File: src/rtl/fadd_tree_arb.sv
// -----------------------------------------------------------------------------
// fadd_tree_arb
//
// Round-robin arbiter that shares one fadd_tree reduction unit between NUM_REQ
// requesters. Each accepted handshake sends one K-element vector to the tree and
// pushes the requester's {src, warpid, reg_idxw} into an in-order tag FIFO. The
// tree's control outputs do not travel with the data, so the FIFO is what
// identifies the owner of each result. When a result leaves the tree, the block
// steers it to the requester at the FIFO head. Both directions are purely
// combinational, so the block adds no latency.
//
// Ports
//   clk, rst_n        clock and synchronous active-low reset
//   req_valid_i       per-requester valid
//   req_ready_o       per-requester ready (one-hot on issue, otherwise zero)
//   req_data_i        NUM_REQ packed vectors; requester r occupies slice r
//   req_warpid_i      per-requester warp tag
//   req_reg_idxw_i    per-requester destination register tag
//   tree_data_o       vector to the tree (zero when there is no grant)
//   tree_in_valid_o   tree input handshake, valid
//   tree_in_ready_i   tree input handshake, ready
//   tree_out_valid_i  tree output handshake, valid
//   tree_out_ready_o  tree output handshake, ready
//   tree_result_i     tree result
//   tree_fflags_i     tree exception flags
//   rsp_valid_o       one-hot response valid, indexed by the owning requester
//   rsp_ready_i       per-requester response ready
//   rsp_result_o      result passed through from the tree
//   rsp_fflags_o      flags passed through from the tree
//   rsp_warpid_o      warp tag of the head operation
//   rsp_reg_idxw_o    register tag of the head operation
//   rsp_src_o         index of the requester that owns the response
//   outstanding_o     number of operations in flight (FIFO occupancy)
//   err_o             sticky error: the tree produced a result with nothing in flight
// -----------------------------------------------------------------------------
module fadd_tree_arb #(
    parameter int NUM_REQ       = 4,
    parameter int SHAPE_K       = 8,
    parameter int ELEMENT_WIDTH = 9,
    parameter int DEPTH_WARP    = 4,
    parameter int MAX_OUT       = 4
) (
    input  logic                                       clk,
    input  logic                                       rst_n,

    input  logic [NUM_REQ-1:0]                         req_valid_i,
    output logic [NUM_REQ-1:0]                         req_ready_o,
    input  logic [NUM_REQ*SHAPE_K*ELEMENT_WIDTH-1:0]   req_data_i,
    input  logic [NUM_REQ*DEPTH_WARP-1:0]              req_warpid_i,
    input  logic [NUM_REQ*8-1:0]                       req_reg_idxw_i,

    output logic [SHAPE_K*ELEMENT_WIDTH-1:0]           tree_data_o,
    output logic                                       tree_in_valid_o,
    input  logic                                       tree_in_ready_i,
    input  logic                                       tree_out_valid_i,
    output logic                                       tree_out_ready_o,
    input  logic [ELEMENT_WIDTH-1:0]                   tree_result_i,
    input  logic [4:0]                                 tree_fflags_i,

    output logic [NUM_REQ-1:0]                         rsp_valid_o,
    input  logic [NUM_REQ-1:0]                         rsp_ready_i,
    output logic [ELEMENT_WIDTH-1:0]                   rsp_result_o,
    output logic [4:0]                                 rsp_fflags_o,
    output logic [DEPTH_WARP-1:0]                      rsp_warpid_o,
    output logic [7:0]                                 rsp_reg_idxw_o,
    output logic [$clog2(NUM_REQ)-1:0]                 rsp_src_o,
    output logic [$clog2(MAX_OUT):0]                   outstanding_o,
    output logic                                       err_o
);

    localparam int SW = $clog2(NUM_REQ);
    localparam int PW = $clog2(MAX_OUT);
    localparam int VW = SHAPE_K * ELEMENT_WIDTH;

    typedef struct packed {
        logic [SW-1:0]         src;
        logic [DEPTH_WARP-1:0] warpid;
        logic [7:0]            reg_idxw;
    } tag_t;

    // ------------------------------------------------------------------
    // State
    // ------------------------------------------------------------------
    logic [SW-1:0] rr_q,       rr_d;
    logic          lock_v_q,   lock_v_d;
    logic [SW-1:0] lock_idx_q, lock_idx_d;
    logic [PW:0]   wptr_q,     wptr_d;      // extra MSB is the wrap bit
    logic [PW:0]   rptr_q,     rptr_d;
    logic          err_q,      err_d;
    tag_t          tag_mem_q [MAX_OUT];
    tag_t          tag_mem_d [MAX_OUT];

    // ------------------------------------------------------------------
    // Arbitration
    // ------------------------------------------------------------------
    logic          gnt_v;
    logic [SW-1:0] gnt_idx;

    // While locked the grant is frozen on lock_idx so the tree sees stable
    // valid/data. If that requester drops valid there is no grant this cycle;
    // the lock is cleared and arbitration restarts next cycle.
    always_comb begin : p_arb
        int cand;
        // NOTE: every variable gets a default before any conditional
        // assignment, so no path through the block can infer a latch.
        cand    = 0;
        gnt_v   = 1'b0;
        gnt_idx = '0;
        if (lock_v_q) begin
            gnt_idx = lock_idx_q;
            gnt_v   = req_valid_i[lock_idx_q];
        end else begin
            for (int i = 0; i < NUM_REQ; i++) begin
                cand = (int'(rr_q) + i) % NUM_REQ;
                if (!gnt_v && req_valid_i[SW'(cand)]) begin
                    gnt_v   = 1'b1;
                    gnt_idx = SW'(cand);
                end
            end
        end
    end

    // Pick the granted requester's slice with a compare per requester, so
    // every part-select has a constant base.
    logic [VW-1:0]         sel_data;
    logic [DEPTH_WARP-1:0] sel_warpid;
    logic [7:0]            sel_reg_idxw;

    always_comb begin : p_sel
        sel_data     = '0;
        sel_warpid   = '0;
        sel_reg_idxw = '0;
        for (int r = 0; r < NUM_REQ; r++) begin
            if (gnt_idx == SW'(r)) begin
                sel_data     = req_data_i[r*VW +: VW];
                sel_warpid   = req_warpid_i[r*DEPTH_WARP +: DEPTH_WARP];
                sel_reg_idxw = req_reg_idxw_i[r*8 +: 8];
            end
        end
    end

    // ------------------------------------------------------------------
    // Tag FIFO status
    // ------------------------------------------------------------------
    logic fifo_empty;
    logic fifo_full;
    tag_t head;

    assign fifo_empty = (wptr_q == rptr_q);
    assign fifo_full  = (wptr_q[PW] != rptr_q[PW]) &&
                        (wptr_q[PW-1:0] == rptr_q[PW-1:0]);
    assign head       = tag_mem_q[rptr_q[PW-1:0]];

    // ------------------------------------------------------------------
    // Tree input side
    // ------------------------------------------------------------------
    logic issue;
    logic stall;

    // Full is taken from the registered pointers, so a pop in the same cycle
    // does not let an issue through; issue resumes on the following cycle.
    // Every output is qualified by rst_n so it reads zero throughout reset.
    assign tree_in_valid_o = rst_n & gnt_v & ~fifo_full;
    assign issue           = tree_in_valid_o &  tree_in_ready_i;
    assign stall           = tree_in_valid_o & ~tree_in_ready_i;
    assign tree_data_o     = (rst_n && gnt_v) ? sel_data : '0;

    always_comb begin : p_req_ready
        req_ready_o = '0;
        if (issue) begin
            req_ready_o[gnt_idx] = 1'b1;
        end
    end

    // ------------------------------------------------------------------
    // Tree output / response side
    // ------------------------------------------------------------------
    logic pop;
    logic head_v;

    assign head_v           = rst_n & ~fifo_empty;
    // With an empty FIFO there is no owner, so a spurious result is never
    // accepted; it only raises err.
    assign tree_out_ready_o = head_v & rsp_ready_i[head.src];
    assign pop              = tree_out_valid_i & tree_out_ready_o;

    always_comb begin : p_rsp_valid
        rsp_valid_o = '0;
        if (head_v && tree_out_valid_i) begin
            rsp_valid_o[head.src] = 1'b1;
        end
    end

    assign rsp_result_o   = rst_n  ? tree_result_i : '0;
    assign rsp_fflags_o   = rst_n  ? tree_fflags_i : '0;
    assign rsp_warpid_o   = head_v ? head.warpid   : '0;
    assign rsp_reg_idxw_o = head_v ? head.reg_idxw : '0;
    assign rsp_src_o      = head_v ? head.src      : '0;

    assign outstanding_o  = rst_n ? (wptr_q - rptr_q) : '0;
    assign err_o          = rst_n & err_q;

    // ------------------------------------------------------------------
    // Next-state logic
    // ------------------------------------------------------------------
    always_comb begin : p_next
        rr_d       = rr_q;
        lock_v_d   = lock_v_q;
        lock_idx_d = lock_idx_q;
        wptr_d     = wptr_q;
        rptr_d     = rptr_q;
        err_d      = err_q;
        tag_mem_d  = tag_mem_q;

        // The locked requester withdrew its request: drop the lock so the
        // arbiter cannot deadlock on it.
        if (lock_v_q && !req_valid_i[lock_idx_q]) begin
            lock_v_d = 1'b0;
        end

        if (issue) begin
            tag_mem_d[wptr_q[PW-1:0]] = '{src: gnt_idx, warpid: sel_warpid,
                                          reg_idxw: sel_reg_idxw};
            wptr_d   = wptr_q + 1'b1;
            rr_d     = (gnt_idx == SW'(NUM_REQ - 1)) ? '0 : gnt_idx + 1'b1;
            lock_v_d = 1'b0;
        end else if (stall) begin
            lock_v_d   = 1'b1;
            lock_idx_d = gnt_idx;
        end

        if (pop) begin
            rptr_d = rptr_q + 1'b1;
        end

        if (tree_out_valid_i && fifo_empty) begin
            err_d = 1'b1;
        end
    end

    // ------------------------------------------------------------------
    // Registers
    // ------------------------------------------------------------------
    always_ff @(posedge clk) begin
        // NOTE: sequential state uses non-blocking assignments only, so every
        // flop samples its _d value from before the clock edge.
        if (!rst_n) begin
            rr_q       <= '0;
            lock_v_q   <= 1'b0;
            lock_idx_q <= '0;
            wptr_q     <= '0;
            rptr_q     <= '0;
            err_q      <= 1'b0;
        end else begin
            rr_q       <= rr_d;
            lock_v_q   <= lock_v_d;
            lock_idx_q <= lock_idx_d;
            wptr_q     <= wptr_d;
            rptr_q     <= rptr_d;
            err_q      <= err_d;
        end
    end

    // NOTE: the tag storage has no reset. Resetting the pointers already marks
    // every entry invalid, and an entry is only read after it has been written.
    always_ff @(posedge clk) begin
        tag_mem_q <= tag_mem_d;
    end

endmodule

File: config.mk
export PLATFORM = sky130hd
export DESIGN_NAME = fadd_tree_arb
export DESIGN_NICKNAME = d
export VERILOG_FILES = /design/src/rtl/fadd_tree_arb.sv
export SDC_FILE = /design/constraint.sdc
export NUM_CORES = 1
export LEC_CHECK = 0
export ABC_AREA = 1
export ABC_CLOCK_PERIOD_IN_PS = 3300
export CORE_AREA = 2 2 184 186
export DETAILED_ROUTE_END_ITERATION = 8
export DIE_AREA = 0 0 186 188
export REMOVE_ABC_BUFFERS = 1
export SYNTH_ARGS = -nofsm -noshare
export SYNTH_HDL_FRONTEND = slang
export SYNTH_SLANG_ARGS = --single-unit
File: constraint.sdc
create_clock -name clk -period 3.3 [get_ports clk]
set_input_delay 0.33 -clock clk [delete_from_list [all_inputs] [get_ports clk]]
set_output_delay 0.33 -clock clk [all_outputs]
set_load 0.03 [all_outputs]
; ---- Word-level counts from Yosys, hierarchy flattened
; Cells that the tools add are included.
[word_totals]
ff_bits = 68
wordCells = 140
[op_classes]
add_sub_neg = 7
order_cmp = 12
n_eq_ne = 6
n_mux = 63
bitwise_logic = 15
n_reduce_logical = 19
[ops]
columns = operator, count
row1 = $mux 72, 5
row2 = $bwmux 56, 1
row3 = $mux 14, 3
row4 = $mux 8, 5
row5 = $bmux 14 s2, 1
row6 = $demux 14 s2, 1
row7 = $mux 4, 7
row8 = $mux 1, 22
row9 = $lt 2x4->1 const B, 4
row10 = $mux 2, 7
row11 = $bmux 1 s2, 6
row12 = $logic_and 1x1->1, 11
row13 = $lt 2x3->1 const B, 3
row14 = $mux 9, 1
row15 = $and 1x1->1, 8
row16 = $add 3x1->3 const B, 2
row17 = $ge 3x3->1 const B, 2
row18 = $not 2->3, 2
row19 = $mux 5, 1
row20 = $not 1->1, 5
row21 = $add 2x1->2 const B, 2
row22 = $add 2x2->2 const B, 2
row23 = $demux 1 s2, 2
row24 = $eq 2x2->1 const B, 2
row25 = other kinds (13), 17

; ---- Longest topological paths before layout
; Gate-level depths: netlist (run 1).
[logic_depth]
word_depth = 23
ltp_mapped = 22
depth_no_buf = 19

; ---- Worst setup path after synthesis (run 1)
; OpenSTA, ideal clock, no wires.
[synth_path]
path_kind = reg-to-output
startpoint = register rr_q[0]
endpoint = output port tree_data_o[32]
arrival_ns = 2.786
slack_ns = 0.184
stages_incl_launch_ff = 21
n_path_buf = 4
path_cell_list = dfxtp_1 > buf_6 > inv_8 > nand2_2 > nand3_1 > nand2_2 > nor2_4 > nand3_1 > nand3_1 > nand2_1 > nand2_1 > inv_1 > ha_1 > clkbuf_1 > nor2_1 > buf_2 > buf_4 > a22oi_1 > o21ai_0 > o21ai_0 > nor2_1
[synth_via]
elab_chain_cells = 23
word_cells_on_any_way = 44
classes_between = 3 x add/sub / 3 x eq/ne / 30 x mux / 8 x reduce/logical
[synth_rtl]
columns = element, line_no
row1 = "start, declared", 84  ; logic [SW-1:0] rr_q, rr_d;
row2 = "start signal, assigned", 255  ; rr_q <= rr_d;
row3 = $bmux 1 s2, 115  ; if (!gnt_v && req_valid_i[SW'(cand)]) begin
row4 = $mux 1 (not written as such) (2 in a row), 115
row5 = $mux 1, 115
row6 = $mux 1, 109  ; if (lock_v_q) begin
row7 = $logic_not 1->1, 115
row8 = $logic_and 1x1->1, 115
row9 = $mux 1, 115
row10 = $mux 1, 109
row11 = [5 not listed], -
row12 = $logic_and 1x1->1, 115
row13 = $mux 2 (*), 115
row14 = $mux 2 (*), 109
row15 = via gnt_idx[1], 97  ; logic [SW-1:0] gnt_idx;
row16 = $logic_not 2->1, 134  ; if (gnt_idx == SW'(r)) begin
row17 = $mux 72 (3 in a row), 134
row18 = $mux 72 (*), 134
row19 = $mux 72 (*), 166  ; assign tree_data_o = (rst_n && gnt_v) ? sel_data : '0;
row20 = "end, declared", 52  ; output logic [SHAPE_K*ELEMENT_WIDTH-1:0] tree_data_o,
; Mark *: on every way through the listed nets, which the timed path passes. The rest lies on a longest branch. The select of a mux whose other input is x is not followed.

; ---- Final worst setup path (run 1)
[layout_path]
startpoint = register rr_q[0]
endpoint = output port tree_data_o[52]
; The elaborated chain is that of the path after synthesis.

==> flow_metrics.tcl, run 1 <==
set metrics [dict create \
    fmax_ghz 0.287 \
    cp_common_cell "nand2_4" \
    port_buffers 475 \
    drv_slew 0 \
    min_path_cells 2 \
    ir_drop_mv 0.253 \
    hold_violations 0 \
    rsz0062_at_grt "yes" \
    clock_skew_ps 11.9 \
    dieArea_um2 35000 \
    start_util_pct 18.5 \
    ys_ff_latch 68 \
    pin_count 476 \
    overflow 0 \
    drt_iter0_drc 552 \
    clkTransAtPathRegs_ps 60 \
    netlist-cell-type-count 37 \
    wl_per_cell_um 20.1 \
    dpl.hpwl_um 28900 \
    critical_path_depth 24 \
    worstPathCellList "buf_8, clkinv_8, nand2_4, nand2_4, nand2_4, nand2_4, nor2_4, nand3b_1, nand2_1, inv_1, nand2_2, nand2_4, inv_4, ha_4, inv_2, nor2_4, buf_12, clkbuf_16, a22oi_2, o21ai_1, o21ai_1, nor2_1, buf_4, buf_12" \
    cp.required_ps 2970 \
    drc_errors 0 \
    clkSinkCount 68 \
    violations "negative setup slack" \
    relSlewSlack_pct 59.8 \
    crit_path_end_kind "output pin" \
    core-area_um2 33100 \
    busiest_layer "met2" \
    wl_um 37700 \
    critPathTopFamily "simple AND/OR/NAND/NOR gates" \
    worst-setup-path-type "flop to output pin" \
    pwr_density_cell_nw_per_um2 629 \
    p_int_uw 4660 \
    drtAntennaViolNets 0 \
    cts_tree "built" \
    dieHeight_um 188 \
    cp_num_buf_inv 9 \
    vias_per_cell 4.68 \
    power.net_switching_uw 3720 \
    postLayoutCoreUtil_pct 40.2 \
    p_clk_share_pct 11.1 \
    r2r_cells 21 \
    grtUsageMet2_pct 32.9 \
    final_nets 1785 \
    hold_buffers 0 \
    final_cell_mix "clkdlybuf4s50_1, buf_4, nor2_1" \
    layoutNonFillerInstCount 1871 \
    drt_pre_antenna_iters 5 \
    setup_viol 70 \
    antenna_found_initial 10 \
    dp_slack_ps -287 \
    cts_buffer_depth 2 \
    first_global_vias 8361 \
    num_vias 8751 \
    crit_path_start_kind "flop" \
    p_leak_uw 0.00521 \
    yosysWarnings 0 \
    maxCapViolCount 0 \
    std_cell_rows 67 \
    tightest_slew_ps 598 \
    hold_path_class "flop to flop" \
    grtUsageMet3_pct 3.24 \
    p_seq_share_pct 13.6 \
    seq_area_frac_synth_pct 31.5 \
    mappedNetlistArea_um2 6110 \
    grt_max_degree 39 \
    drive_above_1_share_pct 25.4 \
    status "finished with violations" \
    p_comb_share_pct 75.3 \
    cts_inserted_buffers 9 \
    worstSkewPairLatency_ps 330 \
    cts_htree_levels 3 \
    grt_util_all_layers_pct 19.9 \
    fp.dieW_um 186 \
    timing.final.crit_share_pct 105 \
    post-route-worst-setup-slack_ps -179 \
    grt_first_pass_wirelength_um 52000 \
    final_common_cell "clkdlybuf4s50_1" \
    met1_usage_pct 26.1 \
    hold_slack_ps 457 \
    synth.avg_cell_area_um2 6.93 \
    fin_crit_ps 3480 \
    syn_inst 882 \
    placed_cells 1820 \
    root_buffer "clkbuf_16" \
    area_delta_synth_final_pct 118 \
    p_sw_share_pct 44.4 \
    cp_slowest_stage_delay_ps 350 \
    cp.arrival_ps 3150 \
    critical_path.max_fanout 7 \
    cpMaxStageDelayCell "dfxtp_2" \
    gp_congestion 0.964 \
]
registers in the layout, summed over array words and instances, names as in the netlist:
register / count
rr_q: 2
tag_mem_q: 56
err_q: 1
wptr_q: 3
lock_v_q: 1
rptr_q: 3
lock_idx_q: 2
logic make-up (layout without fill, tap and decap cells):
kind of cell    after synthesis  in the layout  synth area share, %
compound gates              358            358                 33.6
simple gates                311            311                 21.8
fa+ha+maj                    12             12                 2.58
xor+xnor                      3              3                0.430
flops                        68             68                 31.5
buf+inv                     130            664                 10.1
other cells                   0              7                    0
synth_stat cells:
master,number,area share (%)
inv_2,5,0.31
nand2_2,13,1.3
nor2_2,12,1.2
xnor2_1,1,0.14
nand4_1,2,0.20
o31ai_1,13,1.6
nand2_1,106,6.5
xor2_1,2,0.29
fa_1,1,0.33
inv_6,1,0.14
nor2_4,2,0.37
o21ai_1,21,1.7
nand2_4,1,0.18
nand4_4,1,0.35
clkbuf_2,1,0.082
buf_8,1,0.25
a21oi_2,1,0.14
buf_4,8,0.98
edfxtp_1,56,28
nand3_2,2,0.33
o21ai_0,149,12
nor3_1,4,0.33
buf_6,8,1.5
a22oi_1,72,8.8
inv_8,1,0.18
clkbuf_1,43,2.6
a21oi_1,90,7.4
ha_1,11,2.3
buf_1,4,0.25
nand3b_1,1,0.12
buf_2,12,0.98
a221oi_1,12,1.7
inv_1,46,2.8
nand3_4,1,0.29
nand3_1,18,1.5
nor2_1,148,9.1
dfxtp_1,12,3.9
metal layers:
layer,routed length (um),up-vias
met4,901,6
met2,18700,404
li1,-,4178
met1,15600,4109
met5,38,-
met3,2370,54
path summary, 6_finish.rpt:
path	startpoint	to	slack [ps]
worst max-delay path	rr_q[0]$_SDFFE_PN0P_	tree_data_o[52]	-180
worst min-delay path	err_q$_SDFFE_PN0P_	err_q$_SDFFE_PN0P_	460
worst max register to register	rr_q[0]$_SDFFE_PN0P_	tag_mem_q[51]$_DFFE_PP_	240
worst min register to register	err_q$_SDFFE_PN0P_	err_q$_SDFFE_PN0P_	460
per-stage QoR:
| stage | setup TNS (ps) | total power (uW) | instance area [um2] |
|---|---|---|---|
| 2_1_floorplan | -367890 | 3690 | 5700 |
| 3_3_place_gp | -3440 | 6480 | 12200 |
| 3_5_place_dp | -8670 | 6510 | 12200 |
| 4_1_cts | -1480 | 7730 | 12600 |
| 5_1_grt | -19470 | 8880 | 13300 |
| 6_report | -5550 | 8380 | 13300 |
what timing repair did:
item,CTS,global route
pin swaps,23,74
hold endpoints to repair,0,0
setup buffers,4,16
gates resized for setup,66,179
cloned,2,6
setup endpoints to repair,72,80
tightest hold or removal path, cell delays in order (launching register included):
cell and delay (ps):
dfxtp_1 310, nand2_1 60, o31ai_1 60
area by class of cell:
class | instances | area (um2)
inverters | 53 | 224
multi-input cells | 684 | 4000
repair buffers | 594 | 6290
clock inverters | 7 | 66.3
repair inverters | 1 | 8.76
flip-flops and latches | 68 | 1920
clock buffers | 9 | 225
fillers | 3347 | 19800
diodes | 7 | 17.5
well taps | 448 | 561
power by group through the flow:
stage	sequential (uW)	combinational (uW)	clock [uW]
final	1140	6310	931
after global routing	1140	6750	991
after CTS	1140	5640	953
after detailed placement	1150	5360	0
after global placement	1150	5330	0
after floorplan	1160	2530	0
No activity file was read; power rests on OpenSTA's default activity.
==> run 2, diff against run 1 <==
- CORE_AREA: 2 2 184 186 -> 8 8 179 181
- DIE_AREA: 0 0 186 188 -> 0 0 187 189
==> run 2 against run 1 <==
The run still ends with negative setup slack left; total power grew 1.8%; first-iteration DRC count down 22%; highest routed layer unchanged; utilization up 5.7 points.
==> flow_metrics.tcl, run 2 (same netlist as run 1, synthesis figures left out) <==
set metrics [dict create \
    drt_pre_antenna_iters 4 \
    start_util_pct 20.9 \
    crit_path_end_kind "output pin" \
    design_area_um2 13400 \
    hold_path_class "flop to flop" \
    pin_count 476 \
    total_power_uw 8530 \
    cts_tree "built" \
    final_nets 1792 \
    num_vias 8586 \
    timing.rr.end "tag_mem_q[19]$_DFFE_PP_" \
    first_global_vias 8650 \
    hold_slack_ps 446 \
    pwr_density_cell_nw_per_um2 635 \
    cts_inserted_buffers 9 \
    maxCapViolCount 0 \
    crit_path_start_kind "flop" \
    rsz0062_at_grt "yes" \
    relSlewSlack_pct 70.9 \
    r2r_cells 22 \
    setup_viol 38 \
    clkTransAtPathRegs_ps 50 \
    clock_skew_ps 6.00 \
    cts_buffer_depth 2 \
    setup_tns_ps -1390 \
    postLayoutCoreUtil_pct 45.9 \
    p_leak_uw 0.00526 \
    worst-setup-path-type "flop to output pin" \
    worstHoldStart "err_q$_SDFFE_PN0P_" \
    std_cell_rows 63 \
    overflow 0 \
    fin_crit_ps 3400 \
    root_buffer "clkbuf_16" \
    cp-endpoint "tree_data_o[53]" \
    fmax_ghz 0.294 \
    violations "negative setup slack" \
    dpl_cell_area_um2 12100 \
    area_delta_synth_final_pct 120 \
    timing.final.crit_share_pct 103 \
    drtAntennaViolNets 0 \
    wl_per_cell_um 21.4 \
    hold_violations 0 \
    grt_util_all_layers_pct 20.2 \
    wl_um 38800 \
    dieArea_um2 35300 \
    drc_errors 0 \
    gp_congestion 0.973 \
    cp.required_ps 2970 \
    vias_per_cell 4.73 \
    cts_htree_levels 3 \
    antenna_found_initial 5 \
    dpl.hpwl_um 30400 \
    ir_drop_mv 0.260 \
    r2r_setup_slack_ps 300 \
    drive_above_1_share_pct 26.7 \
    core-area_um2 29200 \
    final_common_cell "clkdlybuf4s50_1" \
    clkSinkCount 68 \
    drv_slew 0 \
    largest-register "tag_mem_q" \
    port_buffers 475 \
    cp.arrival_ps 3070 \
    tightest_slew_ps 436 \
    r2r-start "rr_q[0]$_SDFFE_PN0P_" \
    grt_max_degree 41 \
    fill_cells 2809 \
    largest_reg_flops 56 \
    final_cell_mix "clkdlybuf4s50_1, o21ai_1, nor2_1, buf_4, nand2_1" \
    drt_iter0_drc 431 \
    hold_buffers 0 \
    critical_path.max_fanout 6 \
    dieHeight_um 189 \
    grt_first_pass_wirelength_um 55300 \
    worstSkewPairLatency_ps 320 \
    reg_top3 "tag_mem_q: 56 flops, rptr_q: 3 flops, wptr_q: 3 flops" \
    status "finished with violations" \
    fp.dieW_um 187 \
    crit_start "rr_q[0]$_SDFFE_PN0P_" \
    post-route-worst-setup-slack_ps -101 \
]
-- run 2: how the worst min path moves through the flow --
stage	endpoint	slack [ps]	depth (start not counted)
3_3_place_gp	err_q$_SDFFE_PN0P_	430	2
3_5_place_dp	err_q$_SDFFE_PN0P_	440	2
5_1_grt	err_q$_SDFFE_PN0P_	490	2
2_1_floorplan	err_q$_SDFFE_PN0P_	420	2
4_1_cts	err_q$_SDFFE_PN0P_	450	2
6_report	err_q$_SDFFE_PN0P_	450	2
-- run 2: layer usage --
layer	track usage [%]	share of wire, %	up-vias
met4	6.81	3.1	4
met5	0	0.059	-
met3	4.78	6.6	60
li1	-	-	4183
met2	35.7	50	336
met1	23.8	40	4003
-- run 2: layout make-up --
type / count / area [um2] / area share, %
diodes: 3 / 7.51 / 0.0559
clock buffers: 11 / 233 / 1.73
clock inverters: 5 / 28.8 / 0.214
inverters: 53 / 224 / 1.67
multi-input cells: 684 / 4030 / 30.0
flip-flops and latches: 68 / 1930 / 14.3
well taps: 390 / 488 / 3.63
repair buffers: 601 / 6480 / 48.3
repair inverters: 1 / 8.76 / 0.0652
-- run 2: worst max-delay path, cell delays in order (launching register included) --
cell       delay [ps]
dfxtp_4           380
buf_12            150
inv_12             40
nand2_4            50
nand2_2            50
nand2_2            80
nand2_4            70
nor2_4            140
nand3_1           100
nand3_1            90
nand2_1            60
nand2_2            90
inv_4              50
ha_4              190
nor2_4            170
buf_12            160
buf_12            120
buf_12            120
a22oi_2            50
o21ai_1           140
o21ai_1            80
nor2_1            170
clkbuf_16         180
-- run 2: power breakdown --
part	switching, uW	internal (uW)	leakage [uW]
clock network	326	502	0.000125
logic	3380	3190	0.00453
registers	24.2	1120	0.000613
-- run 2: stage by stage --
stage | setup slack (ps) | instances
6_report | -101 | 1816
5_1_grt | -281 | 1816
4_1_cts | -85.1 | 1798
3_5_place_dp | -146 | 1753
3_3_place_gp | -111 | 1753
2_1_floorplan | -3190 | 805
-- run 2: timing repair --
| item | in CTS | in global routing |
|---|---|---|
| endpoints found under the setup margin | 68 | 74 |
| gates resized for setup | 151 | 125 |
| buffers inserted | 21 | 16 |
| cloned | 8 | 4 |
| pin swaps | 39 | 83 |
